### src/rtl/proc_pkg.sv
// Shared types for the packet sequencer: FSM states, stage index and
// the enabled-stage search used to walk the match/execute pipeline.
package proc_pkg;

  localparam logic TRUE       = 1'b1;
  localparam logic FALSE      = 1'b0;
  localparam int   MAX_STAGES = 8;

  typedef enum logic [2:0] {
    FREE,
    PS_WAIT,
    MT_WAIT,
    EX_WAIT,
    OUT_WAIT,
    LATCH,
    DROP
  } state_e;

  typedef logic [2:0] stage_idx_t;

  typedef struct packed {
    logic       found;
    stage_idx_t idx;
  } stage_sel_t;

  // Lowest enabled stage whose index is >= from; from = MAX_STAGES means none.
  function automatic stage_sel_t find_stage(input logic [MAX_STAGES-1:0] mask,
                                            input logic [3:0]            from);
    stage_sel_t r;
    r.found = FALSE;
    r.idx   = '0;
    for (int i = MAX_STAGES - 1; i >= 0; i--) begin
      if (mask[i] && (i >= int'(from))) begin
        r.found = TRUE;
        r.idx   = stage_idx_t'(i);
      end
    end
    return r;
  endfunction

endpackage

### src/rtl/proc_watchdog.sv
// Wait-state watchdog: loads 1 on a unit start, counts each enabled cycle,
// and flags expiry in the cycle the count reaches TIMEOUT_CYCLES.
module proc_watchdog #(
  parameter int TIMEOUT_CYCLES = 1024,
  parameter int TO_W           = 11
) (
  input  logic clk,
  input  logic rst,
  input  logic clear_i,
  input  logic enable_i,
  output logic expire_o
);

  localparam logic [TO_W-1:0] LIMIT = TO_W'(TIMEOUT_CYCLES);

  logic [TO_W-1:0] count_q;
  logic [TO_W-1:0] count_d;

  always_comb begin
    count_d = count_q;
    if (clear_i) begin
      count_d = TO_W'(1);
    end else if (enable_i && (count_q != '1)) begin
      count_d = count_q + 1'b1;
    end
  end

  assign expire_o = enable_i && (count_d == LIMIT);

  always_ff @(posedge clk) begin
    if (rst) begin
      count_q <= '0;
    end else begin
      count_q <= count_d;
    end
  end

endmodule

### src/rtl/proc_seq.sv
// Packet sequencer: walks one packet through the parser and the enabled
// match/execute stage pairs, with bypass, drops, watchdog and TM pass-through.
module proc_seq
  import proc_pkg::*;
#(
  parameter int NUM_STAGES     = 2,
  parameter int TIMEOUT_CYCLES = 1024,
  parameter int TO_W           = 11,
  parameter int CNT_W          = 32
) (
  input  logic                  clk,
  input  logic                  rst,
  input  logic                  in_empty_i,
  output logic                  in_rd_o,
  input  logic                  out_empty_i,
  output logic                  out_wr_o,
  input  logic                  tm_valid_i,
  output logic                  sel_tm_o,
  input  logic [NUM_STAGES-1:0] stage_en_i,
  output logic                  ps_start_o,
  input  logic                  ps_ready_i,
  output logic [NUM_STAGES-1:0] mt_start_o,
  input  logic [NUM_STAGES-1:0] mt_ready_i,
  output logic [NUM_STAGES-1:0] ex_start_o,
  input  logic [NUM_STAGES-1:0] ex_ready_i,
  input  logic [NUM_STAGES-1:0] ex_drop_i,
  output logic [2:0]            cur_stage_o,
  output logic                  busy_o,
  output logic [CNT_W-1:0]      pkt_out_cnt_o,
  output logic [CNT_W-1:0]      pkt_drop_cnt_o,
  output logic [CNT_W-1:0]      timeout_cnt_o
);

  state_e                  state_q;
  stage_idx_t              stage_q;
  logic [NUM_STAGES-1:0]   en_q;
  logic [NUM_STAGES-1:0]   mt_start_q;
  logic [NUM_STAGES-1:0]   ex_start_q;
  logic                    ps_start_q;
  logic                    in_rd_q;
  logic                    out_wr_q;
  logic                    sel_tm_q;
  logic [CNT_W-1:0]        out_cnt_q;
  logic [CNT_W-1:0]        drop_cnt_q;
  logic [CNT_W-1:0]        to_cnt_q;

  logic [NUM_STAGES-1:0]   stage_oh;
  logic                    mt_rdy;
  logic                    ex_rdy;
  logic                    ex_drp;
  logic                    wd_clear;
  logic                    wd_enable;
  logic                    wd_expire;
  stage_sel_t              first_sel;
  stage_sel_t              next_sel;

  function automatic logic [NUM_STAGES-1:0] stage_bit(input stage_idx_t idx);
    logic [NUM_STAGES-1:0] b;
    b = '0;
    for (int i = 0; i < NUM_STAGES; i++) begin
      if (stage_idx_t'(i) == idx) b[i] = TRUE;
    end
    return b;
  endfunction

  function automatic logic [CNT_W-1:0] sat_inc(input logic [CNT_W-1:0] v);
    return (v == '1) ? v : v + 1'b1;
  endfunction

  for (genvar gi = 0; gi < NUM_STAGES; gi++) begin : g_stage_oh
    assign stage_oh[gi] = (stage_q == stage_idx_t'(gi));
  end

  assign mt_rdy    = |(mt_ready_i & stage_oh);
  assign ex_rdy    = |(ex_ready_i & stage_oh);
  assign ex_drp    = |(ex_drop_i & stage_oh);
  assign first_sel = find_stage(MAX_STAGES'(en_q), 4'd0);
  assign next_sel  = find_stage(MAX_STAGES'(en_q), {1'b0, stage_q} + 4'd1);

  // A start pulse marks the first WAIT cycle: it reloads the watchdog and masks ready.
  assign wd_clear  = ps_start_q | (|mt_start_q) | (|ex_start_q);
  assign wd_enable = (state_q == PS_WAIT) || (state_q == MT_WAIT) || (state_q == EX_WAIT);

  proc_watchdog #(
    .TIMEOUT_CYCLES(TIMEOUT_CYCLES),
    .TO_W          (TO_W)
  ) u_watchdog (
    .clk     (clk),
    .rst     (rst),
    .clear_i (wd_clear),
    .enable_i(wd_enable),
    .expire_o(wd_expire)
  );

  always_ff @(posedge clk) begin
    if (rst) begin
      state_q    <= FREE;
      stage_q    <= '0;
      en_q       <= '0;
      mt_start_q <= '0;
      ex_start_q <= '0;
      ps_start_q <= FALSE;
      in_rd_q    <= FALSE;
      out_wr_q   <= FALSE;
      sel_tm_q   <= FALSE;
      out_cnt_q  <= '0;
      drop_cnt_q <= '0;
      to_cnt_q   <= '0;
    end else begin
      ps_start_q <= FALSE;
      mt_start_q <= '0;
      ex_start_q <= '0;
      in_rd_q    <= FALSE;
      out_wr_q   <= FALSE;
      unique case (state_q)
        FREE: begin
          if (!in_empty_i) begin
            if (tm_valid_i) begin
              if (out_empty_i) begin
                sel_tm_q <= TRUE;
                in_rd_q  <= TRUE;
                out_wr_q <= TRUE;
                state_q  <= LATCH;
              end
            end else begin
              en_q       <= stage_en_i;
              sel_tm_q   <= FALSE;
              ps_start_q <= TRUE;
              stage_q    <= '0;
              state_q    <= PS_WAIT;
            end
          end
        end
        PS_WAIT: begin
          if (!ps_start_q && ps_ready_i) begin
            if (first_sel.found) begin
              stage_q    <= first_sel.idx;
              mt_start_q <= stage_bit(first_sel.idx);
              state_q    <= MT_WAIT;
            end else if (out_empty_i) begin
              in_rd_q  <= TRUE;
              out_wr_q <= TRUE;
              state_q  <= LATCH;
            end else begin
              state_q <= OUT_WAIT;
            end
          end else if (wd_expire) begin
            in_rd_q  <= TRUE;
            to_cnt_q <= sat_inc(to_cnt_q);
            state_q  <= DROP;
          end
        end
        MT_WAIT: begin
          if (!(|mt_start_q) && mt_rdy) begin
            ex_start_q <= stage_bit(stage_q);
            state_q    <= EX_WAIT;
          end else if (wd_expire) begin
            in_rd_q  <= TRUE;
            to_cnt_q <= sat_inc(to_cnt_q);
            state_q  <= DROP;
          end
        end
        EX_WAIT: begin
          if (!(|ex_start_q) && ex_rdy) begin
            if (ex_drp) begin
              in_rd_q    <= TRUE;
              drop_cnt_q <= sat_inc(drop_cnt_q);
              state_q    <= DROP;
            end else if (next_sel.found) begin
              stage_q    <= next_sel.idx;
              mt_start_q <= stage_bit(next_sel.idx);
              state_q    <= MT_WAIT;
            end else if (out_empty_i) begin
              in_rd_q  <= TRUE;
              out_wr_q <= TRUE;
              state_q  <= LATCH;
            end else begin
              state_q <= OUT_WAIT;
            end
          end else if (wd_expire) begin
            in_rd_q  <= TRUE;
            to_cnt_q <= sat_inc(to_cnt_q);
            state_q  <= DROP;
          end
        end
        OUT_WAIT: begin
          if (out_empty_i) begin
            in_rd_q  <= TRUE;
            out_wr_q <= TRUE;
            state_q  <= LATCH;
          end
        end
        LATCH: begin
          out_cnt_q <= sat_inc(out_cnt_q);
          state_q   <= FREE;
        end
        DROP: begin
          state_q <= FREE;
        end
        default: begin
          state_q <= FREE;
        end
      endcase
    end
  end

  assign in_rd_o        = in_rd_q;
  assign out_wr_o       = out_wr_q;
  assign sel_tm_o       = sel_tm_q;
  assign ps_start_o     = ps_start_q;
  assign mt_start_o     = mt_start_q;
  assign ex_start_o     = ex_start_q;
  assign cur_stage_o    = stage_q;
  assign busy_o         = (state_q != FREE);
  assign pkt_out_cnt_o  = out_cnt_q;
  assign pkt_drop_cnt_o = drop_cnt_q;
  assign timeout_cnt_o  = to_cnt_q;

endmodule

### config.mk
export PLATFORM = sky130hd
export DESIGN_NAME = proc_seq
export DESIGN_NICKNAME = d
export VERILOG_FILES = /design/src/rtl/proc_pkg.sv /design/src/rtl/proc_watchdog.sv /design/src/rtl/proc_seq.sv
export SDC_FILE = /design/constraint.sdc
export NUM_CORES = 1
export LEC_CHECK = 0
export BUFFER_PORTS_ARGS = -buffer_cell sky130_fd_sc_hd__clkbuf_2
export CORE_UTILIZATION = 45
export DETAILED_ROUTE_END_ITERATION = 10
export PLACE_DENSITY = 0.69
export SETUP_SLACK_MARGIN = 0.15
export SYNTH_ARGS = -nofsm -noshare
export SYNTH_HDL_FRONTEND = slang
export SYNTH_SLANG_ARGS = --single-unit
### constraint.sdc
create_clock -name clk -period 3.6 [get_ports clk]
set_input_delay 0 -clock clk [delete_from_list [all_inputs] [get_ports clk]]
set_output_delay 0 -clock clk [all_outputs]
set_load 0.01 [all_outputs]
==> results of run 1 <==
==> cell families after synthesis <==
kind of cell | Yosys count
DFF | 121
muxes | 17
buffers and inverters | 57
AOI/OAI and AO/OA | 106
xor gates and xnor gates | 64
and+or+nand+nor | 378
other | 1
adders and majority gates | 4
==> critical path, delay by kind of cell (launching register included) <==
| kind | cells | cell delay [ps] |
|---|---|---|
| adders and majority gates | 1 | 280 |
| and+or+nand+nor | 5 | 1540 |
| DFF | 1 | 440 |
| muxes | 2 | 660 |
==> layer usage <==
layer / up-vias / share of wire
met1: 2632 / 0.48
met2: 132 / 0.45
met4: 0 / 0.0082
met3: 8 / 0.060
li1: 2901 / -
met5: - / 0
==> power by group through the flow <==
| stage | sequential [mW] | clock (mW) | combinational, mW |
|---|---|---|---|
| 5_1_grt | 1.38 | 1.63 | 0.185 |
| 6_report | 1.37 | 1.53 | 0.168 |
| 2_1_floorplan | 1.39 | 0 | 0.127 |
| 4_1_cts | 1.37 | 1.57 | 0.168 |
| 3_5_place_dp | 1.40 | 0 | 0.160 |
| 3_3_place_gp | 1.40 | 0 | 0.161 |
==> layout make-up <==
cell class                 instances  area [um2]
clock inverter                     4       45.04
timing repair buffer             134       730.7
inverter                          18       67.56
fill                            1269        5867
clock buffer                      24       481.7
sequential                       121        2422
multi-input combinational        571        3461
tap                              176       220.2
==> layout by cell type, fill, tap and decap left out, types with 10 or more instances in the layout <==
cell type / netlist / routed
a21oi_1: 41 / 41
and3_1: 23 / 23
and4_1: 12 / 12
clkbuf_16: 0 / 17
clkbuf_2: 0 / 118
dfxtp_1: 121 / 121
inv_1: 18 / 18
nand2_1: 43 / 43
nand3_1: 44 / 44
nand4_1: 35 / 35
nor2_1: 101 / 101
nor3_1: 26 / 26
o21ai_0: 30 / 30
or3_1: 30 / 30
or4_1: 10 / 10
xnor2_1: 32 / 32
xor2_1: 32 / 32
==> repair_timing <==
item | 4_1_cts | 5_1_grt
hold buffers | 8 | 0
resized for setup | 0 | 1
setup endpoints to repair | 0 | 1
endpoints found under the hold margin | 7 | 0
buffers inserted | 0 | 0
==> metrics by stage <==
step | total power [mW] | cell area [um2] | instances
5_1_grt | 3.192 | 7428 | 1048
2_1_floorplan | 1.519 | 6141 | 749
4_1_cts | 3.114 | 7428 | 1048
6_report | 3.076 | 7428 | 1048
3_3_place_gp | 1.561 | 6822 | 1012
3_5_place_dp | 1.561 | 6822 | 1012
==> state kept, by name (all words and copies together) (netlist names) <==
signal / flops
cur_stage_o: 1
en_q: 2
ex_start_o: 2
in_rd_o: 1
mt_start_o: 2
out_wr_o: 1
pkt_drop_cnt_o: 32
pkt_out_cnt_o: 32
ps_start_o: 1
sel_tm_o: 1
state_q: 3
timeout_cnt_o: 32
u_watchdog.count_q: 11
==> worst min-delay path by stage <==
stage                     cells past startpoint  slack, ps                       to
after floorplan                               1         80    ps_start_o$_SDFF_PP0_
after global placement                        2        220    ps_start_o$_SDFF_PP0_
after detailed placement                      2        230    ps_start_o$_SDFF_PP0_
after CTS                                     4         50  state_q[2]$_SDFFE_PP0N_
after global routing                          4         90  state_q[2]$_SDFFE_PP0N_
final                                         4         70  state_q[2]$_SDFFE_PP0N_
==> impl_metrics.env, run 1 <==
export IMPL_status="finished, final reports clean"
export IMPL_drtPass1Iterations=5
export IMPL_r2r_cells=8
export IMPL_power_switching_uw=674.7
export IMPL_clkTransAtPathRegs_ps=50
export IMPL_synthTopCellsByCount="121 x dfxtp_1, 101 x nor2_1, 44 x nand3_1"
export IMPL_fin_skew_ps=11.33
export IMPL_yosysUniqueCellTypes=62
export IMPL_num_vias=5673
export IMPL_r2r_start="u_watchdog.count_q[1]$_SDFF_PP0_"
export IMPL_fmax_ghz=0.3285
export IMPL_drv_cap=0
export IMPL_hold_path_class="input pin to register"
export IMPL_r2r_slack_ps=560
export IMPL_fin_hold_ws_ps=67.53
export IMPL_pwr_share_seq=0.447
export IMPL_die_y_um=118.8
export IMPL_ys_ff_latch=121
export IMPL_synth_area_top_cells="dfxtp_1 39%, nor2_1 6.2%, xnor2_1 4.6%"
export IMPL_route_detailed_drc=0
export IMPL_synth_top_area_cell="dfxtp_1"
export IMPL_place_congestion=0.8403
export IMPL_met2_usage=0.3191
export IMPL_synth_adder_area_share=0.008155
export IMPL_cts_buffers_inserted=17
export IMPL_pin_count=122
export IMPL_critPathMaxFanout=61
export IMPL_max_slew_worst_pin_slew_ps=953.7
export IMPL_grt_ovfl_total=0
export IMPL_hold_viol=0
export IMPL_diodes=0
export IMPL_initial_core_util=0.4616
export IMPL_global_route_usage_met3=0.06419
export IMPL_wl_mm=14.54
export IMPL_criticalPathCategory="register to register"
export IMPL_leakagePower_nw=2.774
export IMPL_cpMostUsedCell="mux2_2"
export IMPL_synth_most_common_cell="dfxtp_1"
export IMPL_grtUsageMet1=0.2768
export IMPL_first_iter_violations=398
export IMPL_synth_top_family_by_area="simple AND/OR/NAND/NOR gates"
export IMPL_r2r_end="timeout_cnt_o[28]$_SDFFE_PP0P_"
export IMPL_crit_required_ps=3900
export IMPL_grt_pass1_wl_mm=23.73
export IMPL_power_density_nw_per_um2=414.1
export IMPL_ir_worst_vdd_mv=0.3148
export IMPL_hold_start="ex_drop_i[0]"
export IMPL_combPwrFrac=0.055
export IMPL_rows=42
export IMPL_ys_async_sr_fraction=0
export IMPL_dieWidth_um=118.8
export IMPL_grt_pass1_vias=4906
export IMPL_grt_antenna_before_repair=0
export IMPL_via_per_inst=5.413
export IMPL_critPathCaptureType="register"
export IMPL_clock_power_share=0.499
export IMPL_cp_start_kind="register"
export IMPL_cts_tree="yes"
export IMPL_place_hpwl_mm=9.972
export IMPL_intPower_mw=2.402
export IMPL_crit_chain="ha_1 > nand3_2 > nor2_4 > nand3_1 > mux2_2 > or4_4 > nor4_1 > mux2_2"
export IMPL_yosys_area_top_type_share=0.3947
export IMPL_crit_path_end="timeout_cnt_o[28]$_SDFFE_PP0P_"
export IMPL_synth_xor_area_share=0.09134
export IMPL_timing_setup_tns_ps=0
export IMPL_busiest_layer="met2"
export IMPL_clk_latency_ps=410
export IMPL_syn_area_um2=6137
export IMPL_fin_crit_sh=0.8456
export IMPL_slowest_delay_ps=780
export IMPL_layout_setup_ws_ps=556.0
export IMPL_drive_above_1_share=0.1984
export IMPL_rsz0062_at_grt="false"
export IMPL_synth_edf_count=0
export IMPL_area_delta_synth_final_pct=21.04
export IMPL_clock_sinks=121
export IMPL_synth_flop_cell="dfxtp_1"
export IMPL_place_ws_ps=500.3
export IMPL_netlist_instances=748
export IMPL_cts_root_buf="clkbuf_16"
export IMPL_relSlewSlack=0.3584
export IMPL_synth_compound_area_frac=0.1054
export IMPL_clk_path_buf_depth=2
export IMPL_fp_coreArea_um2=13300
export IMPL_synth_area_mux_share=0.02936
export IMPL_crit_arrival_ps=3340
export IMPL_yosysWarningCount=0
export IMPL_synth_simple_gate_area_frac=0.3284
export IMPL_grt_max_degree=82
export IMPL_synth_seq_area_share=0.3947
export IMPL_drtAntennaViolNets=0
export IMPL_cp_slowest_cell="or4_4"
export IMPL_port_buffers=119
export IMPL_dieArea_um2=14110
export IMPL_avgRoutedWirePerCell_um=13.87
export IMPL_syn_area_per_cell_um2=8.205
export IMPL_finalCoreUtilization=0.5587
export IMPL_slew_viol_final=0
export IMPL_h_tree_depth=4
export IMPL_switching_share=0.2193
export IMPL_cp_startpoint="u_watchdog.count_q[1]$_SDFF_PP0_"
export IMPL_period_minus_slack_ps=3044
export IMPL_setup_viol=0
export IMPL_grt_use_total=0.2076
export IMPL_fin_nets=881
Power figures use the tool's default switching activity.
==> run 2: changes to the inputs <==
--- a/config.mk
+++ b/config.mk
@@ -8,7 +8,7 @@
 export BUFFER_PORTS_ARGS = -buffer_cell sky130_fd_sc_hd__clkbuf_2
 export CORE_UTILIZATION = 45
 export DETAILED_ROUTE_END_ITERATION = 10
-export PLACE_DENSITY = 0.69
+export PLACE_DENSITY = 0.72
 export SETUP_SLACK_MARGIN = 0.15
 export SYNTH_ARGS = -nofsm -noshare
 export SYNTH_HDL_FRONTEND = slang
==> constraint.sdc (replaced) <==
create_clock -name clk -period 2.7 [get_ports clk]
set_input_delay 0 -clock clk [delete_from_list [all_inputs] [get_ports clk]]
set_output_delay 0 -clock clk [all_outputs]
set_load 0.01 [all_outputs]
==> impl_metrics.env, run 2 (synthesized netlist as in run 1, its figures left out) <==
export IMPL_status="finished, final reports clean"
export IMPL_drtPass1Iterations=6
export IMPL_via_per_inst=5.541
export IMPL_wl_mm=16.53
export IMPL_max_slew_worst_pin_slew_ps=672.9
export IMPL_clkTransAtPathRegs_ps=50
export IMPL_ir_worst_vdd_mv=0.4094
export IMPL_hold_path_class="input pin to register"
export IMPL_grt_use_total=0.2308
export IMPL_relSlewSlack=0.5493
export IMPL_crit_required_ps=3040
export IMPL_fin_nets=925
export IMPL_avgRoutedWirePerCell_um=15.14
export IMPL_clk_path_buf_depth=2
export IMPL_clk_latency_ps=410
export IMPL_h_tree_depth=4
export IMPL_power_switching_uw=958.4
export IMPL_finalCoreUtilization=0.6134
export IMPL_route_detailed_drc=0
export IMPL_fp_coreArea_um2=13300
export IMPL_leakagePower_nw=3.172
export IMPL_grt_ovfl_total=0
export IMPL_rsz0062_at_grt="true"
export IMPL_hold_viol=0
export IMPL_setup_viol=0
export IMPL_grt_pass1_vias=5403
export IMPL_power_density_nw_per_um2=503.0
export IMPL_cts_root_buf="clkbuf_16"
export IMPL_switching_share=0.2336
export IMPL_layout_common_cells="118 x clkbuf_2, 114 x dfxtp_1, 101 x nor2_1"
export IMPL_fin_skew_ps=6.540
export IMPL_dieArea_um2=14110
export IMPL_place_congestion=0.8350
export IMPL_drv_cap=0
export IMPL_placed_area_um2=7092
export IMPL_grt_max_degree=56
export IMPL_post_route_cell_area_um2=8155
export IMPL_fin_crit_sh=0.9989
export IMPL_num_vias=6051
export IMPL_initial_core_util=0.4616
export IMPL_cp_slowest_cell="or4_4"
export IMPL_criticalPathCategory="register to register"
export IMPL_combPwrFrac=0.076
export IMPL_cts_buffers_inserted=17
export IMPL_grt_antenna_before_repair=0
export IMPL_cts_tree="yes"
export IMPL_first_iter_violations=406
export IMPL_fillerInstances=1180
export IMPL_slowest_delay_ps=600
export IMPL_critPathCaptureType="register"
export IMPL_port_buffers=119
export IMPL_critPathMaxFanout=6
export IMPL_cp_top_family="simple AND/OR/NAND/NOR gates"
export IMPL_dieWidth_um=118.8
export IMPL_area_delta_synth_final_pct=32.88
export IMPL_die_y_um=118.8
export IMPL_cp_start_kind="register"
export IMPL_grt_pass1_wl_mm=26.35
export IMPL_fmax_ghz=0.3708
export IMPL_rows=42
export IMPL_drtAntennaViolNets=0
export IMPL_intPower_mw=3.144
export IMPL_clock_sinks=121
export IMPL_final_common_cell="clkbuf_2"
export IMPL_drive_above_1_share=0.2959
export IMPL_fin_hold_ws_ps=101.0
export IMPL_crit_chain="ha_4 > and3_4 > nand2_4 > o311ai_4 > nand4_1 > buf_6 > or4_4 > buf_12 > or3_4 > a21oi_2"
export IMPL_pin_count=122
export IMPL_clock_power_share=0.481
export IMPL_place_hpwl_mm=10.54
export IMPL_crit_arrival_ps=3040
export IMPL_diodes=0
export IMPL_pwr_share_seq=0.443
export IMPL_slew_viol_final=0
export IMPL_period_minus_slack_ps=2697
export IMPL_path_buf_inv=2
[run 2: through the flow]
step	setup slack [ps]	total power, mW	setup TNS (ps)	instances
3_5_place_dp	-77.84	2.111	-867.7	1040
6_report	2.991	4.102	0	1092
2_1_floorplan	112.0	2.031	0	749
5_1_grt	-87.77	4.254	-1162	1092
3_3_place_gp	-23.25	2.110	-90.73	1040
4_1_cts	84.62	4.112	0	1086
[run 2: power by group through the flow]
stage	Combinational, mW	Clock (mW)	Sequential [mW]
finish	0.311	1.97	1.82
CTS	0.285	2.01	1.82
detailed placement	0.249	0	1.86
global placement	0.249	0	1.86
global route	0.339	2.10	1.82
floorplan	0.171	0	1.86
[run 2: cell type report]
type | count | area, um2 | area share
clock buffer | 24 | 481.7 | 0.05907
clock inverter | 4 | 21.27 | 0.002608
timing repair buffer | 174 | 1085 | 0.1330
multi-input combinational | 575 | 3836 | 0.4704
sequential | 121 | 2444 | 0.2996
inverter | 18 | 67.56 | 0.008285
tap | 176 | 220.2 | 0.02700
[run 2: final timing paths]
check / start / endpoint / slack, ps / depth (start not counted)
setup / recovery: u_watchdog.count_q[1]$_SDFF_PP0_ / timeout_cnt_o[19]$_SDFFE_PP0P_ / 3 / 10
hold / removal: ex_drop_i[0] / state_q[2]$_SDFFE_PP0N_ / 100 / 4
setup reg to reg: u_watchdog.count_q[1]$_SDFF_PP0_ / timeout_cnt_o[19]$_SDFFE_PP0P_ / 3 / 10
hold reg to reg: pkt_out_cnt_o[19]$_SDFFE_PP0P_ / pkt_out_cnt_o[19]$_SDFFE_PP0P_ / 500 / 2
[run 2: per-layer routing]
metal	global-route usage	up-vias	share of wire
met5	0	-	0
met4	0.08070	0	0.019
met3	0.06467	27	0.063
met2	0.3549	193	0.46
met1	0.3080	2838	0.45
li1	-	2993	-
[run 2: what timing repair did]
| item | in CTS | in global routing |
|---|---|---|
| hold endpoints to repair | 6 | 0 |
| setup endpoints to repair | 34 | 38 |
| resized for setup | 19 | 65 |
| hold buffers | 7 | 0 |
| pin swaps | 22 | 42 |
| gates cloned | 4 | 1 |
| buffers inserted | 7 | 5 |
[run 2: worst register-to-register path, cell delays in order (launching register included)]
cell and delay [ps]:
dfxtp_4 370, ha_4 150, and3_4 200, nand2_4 60, o311ai_4 290, nand4_1 140
buf_6 170, or4_4 600, buf_12 160, or3_4 330, a21oi_2 150
==> run 3: changes to the inputs <==
--- a/config.mk
+++ b/config.mk
@@ -8,7 +8,7 @@
 export BUFFER_PORTS_ARGS = -buffer_cell sky130_fd_sc_hd__clkbuf_2
 export CORE_UTILIZATION = 45
 export DETAILED_ROUTE_END_ITERATION = 10
-export PLACE_DENSITY = 0.72
+export PLACE_DENSITY = 0.66
 export SETUP_SLACK_MARGIN = 0.15
 export SYNTH_ARGS = -nofsm -noshare
 export SYNTH_HDL_FRONTEND = slang
==> impl_metrics.env, run 3 (synthesized netlist as in run 1, its figures left out) <==
export IMPL_clk_path_buf_depth=2
export IMPL_r2r_slack_ps=-30
export IMPL_drive_above_1_share=0.2979
export IMPL_power_density_nw_per_um2=506.3
export IMPL_grt_max_degree=82
export IMPL_critPathCaptureType="register"
export IMPL_hold_start="ex_drop_i[0]"
export IMPL_fin_nets=947
export IMPL_area_delta_synth_final_pct=35.66
export IMPL_cts_root_buf="clkbuf_16"
export IMPL_r2r_end="timeout_cnt_o[30]$_SDFFE_PP0P_"
export IMPL_grt_antenna_before_repair=0
export IMPL_cts_tree="yes"
export IMPL_status="finished with violations"
export IMPL_initial_core_util=0.4616
export IMPL_avgRoutedWirePerCell_um=15.88
export IMPL_grt_pass1_vias=5804
export IMPL_violations="negative setup slack"
export IMPL_timing_setup_tns_ps=-74.32
export IMPL_criticalPathCategory="register to register"
export IMPL_wl_mm=17.73
export IMPL_place_hpwl_mm=11.11
export IMPL_crit_arrival_ps=3080
export IMPL_finalCoreUtilization=0.6262
export IMPL_route_detailed_drc=0
export IMPL_clock_sinks=121
export IMPL_period_minus_slack_ps=2731
export IMPL_r2r_start="u_watchdog.count_q[1]$_SDFF_PP0_"
export IMPL_fillerInstances=1112
export IMPL_grt_use_total=0.2455
export IMPL_grt_ovfl_total=0
export IMPL_setup_viol=4
export IMPL_fmax_ghz=0.3662
export IMPL_grt_pass1_wl_mm=27.95
export IMPL_via_per_inst=5.703
export IMPL_ir_worst_vdd_mv=0.3523
export IMPL_dieArea_um2=14110
export IMPL_drtPass1Iterations=5
export IMPL_max_slew_worst_pin_slew_ps=883.8
export IMPL_first_iter_violations=412
export IMPL_relSlewSlack=0.4108
export IMPL_critPathMaxFanout=5
export IMPL_whs_endpoint="state_q[2]$_SDFFE_PP0N_"
export IMPL_post_route_cell_area_um2=8325
export IMPL_crit_required_ps=3050
export IMPL_fp_coreArea_um2=13300
export IMPL_clkTransAtPathRegs_ps=50
export IMPL_die_y_um=118.8
export IMPL_clk_latency_ps=420
export IMPL_diodes=0
export IMPL_placed_area_um2=7117
export IMPL_min_path_cells=4
export IMPL_hold_viol=0
export IMPL_pin_count=122
export IMPL_hold_path_class="input pin to register"
export IMPL_slew_viol_final=0
export IMPL_place_congestion=0.8979
export IMPL_layout_setup_ws_ps=-30.70
export IMPL_drv_cap=0
export IMPL_fin_skew_ps=8.486
export IMPL_rsz0062_at_grt="true"
export IMPL_rows=42
export IMPL_final_common_cell="clkbuf_2"
export IMPL_drtAntennaViolNets=0
export IMPL_fin_crit_sh=1.011
export IMPL_port_buffers=119
export IMPL_layout_common_cells="118 x clkbuf_2, 114 x dfxtp_1, 100 x nor2_1"
export IMPL_leakagePower_nw=3.234
export IMPL_num_vias=6364
export IMPL_r2r_cells=8
export IMPL_cp_start_kind="register"
export IMPL_cts_buffers_inserted=17
export IMPL_dieWidth_um=118.8
export IMPL_h_tree_depth=4
## run 3: changes by cell type in the layout (fill, tap and decap cells not counted), moves of 4 or more
cell | before | now
o21ai_0 | 24 | 20
a21oi_1 | 27 | 35
o21ai_1 | 5 | 9
a21oi_2 | 14 | 6
buf_4 | 42 | 48
buf_6 | 5 | 21
or3_4 | 9 | 3
or3_1 | 21 | 27
## run 3: cell type report
cell class / count / area (um2) / share of cell area
clock inverter: 4 / 45.04 / 0.005410
tap: 176 / 220.2 / 0.02645
inverter: 18 / 67.56 / 0.008115
sequential: 121 / 2436 / 0.2926
clock buffer: 26 / 479.2 / 0.05756
multi-input combinational: 577 / 3820 / 0.4588
timing repair buffer: 194 / 1257 / 0.1510
## run 3: routing by layer
layer | wire, um | track usage
met1 | 7744 | 0.3068
met2 | 8392 | 0.3944
met3 | 1071 | 0.06419
met4 | 519 | 0.1123
met5 | 0 | 0
## run 3: power breakdown
group	leakage (nW)	total, mW	internal [mW]	switching (mW)
Clock	0.258	2.05	1.30	0.751
Sequential	0.979	1.82	1.81	0.0172
Combinational	2.00	0.346	0.146	0.200
## run 3: per-stage QoR
| step | power [mW] | instances | hold WS, ps | worst slack, ps |
|---|---|---|---|---|
| after global placement | 2.109 | 1045 | 226.6 | 16.97 |
| after detailed placement | 2.116 | 1045 | 229.8 | -91.30 |
| after global routing | 4.353 | 1116 | 128.2 | -96.69 |
| after CTS | 4.203 | 1111 | 75.22 | 81.41 |
| final | 4.215 | 1116 | 111.0 | -30.70 |
| after floorplan | 2.031 | 749 | 78.07 | 112.0 |
## run 3: timing repair
item | CTS | global route
hold endpoints to repair | 6 | 0
hold buffers | 7 | 0
gates resized for setup | 39 | 54
pin swaps | 54 | 13
cloned | 5 | 1
buffers inserted | 24 | 4
endpoints found under the setup margin | 34 | 40
## run 3: worst max-delay path, stage by stage (launching register included)
cell and delay [ps]:
dfxtp_4 360, ha_4 170, and3_4 160, buf_4 140, a21o_1 170, o31a_1 360
or4_4 640, or4_4 550, a21oi_2 120
## run 3: worst max-delay path by stage
stage / startpoint / endpoint / cells after the start
2_1_floorplan: u_watchdog.count_q[1]$_SDFF_PP0_ / timeout_cnt_o[28]$_SDFFE_PP0P_ / 10
3_3_place_gp: u_watchdog.count_q[3]$_SDFF_PP0_ / timeout_cnt_o[28]$_SDFFE_PP0P_ / 7
3_5_place_dp: u_watchdog.count_q[1]$_SDFF_PP0_ / timeout_cnt_o[19]$_SDFFE_PP0P_ / 9
4_1_cts: u_watchdog.count_q[1]$_SDFF_PP0_ / timeout_cnt_o[22]$_SDFFE_PP0P_ / 9
5_1_grt: u_watchdog.count_q[1]$_SDFF_PP0_ / timeout_cnt_o[4]$_SDFFE_PP0P_ / 9
6_report: u_watchdog.count_q[1]$_SDFF_PP0_ / timeout_cnt_o[30]$_SDFFE_PP0P_ / 8
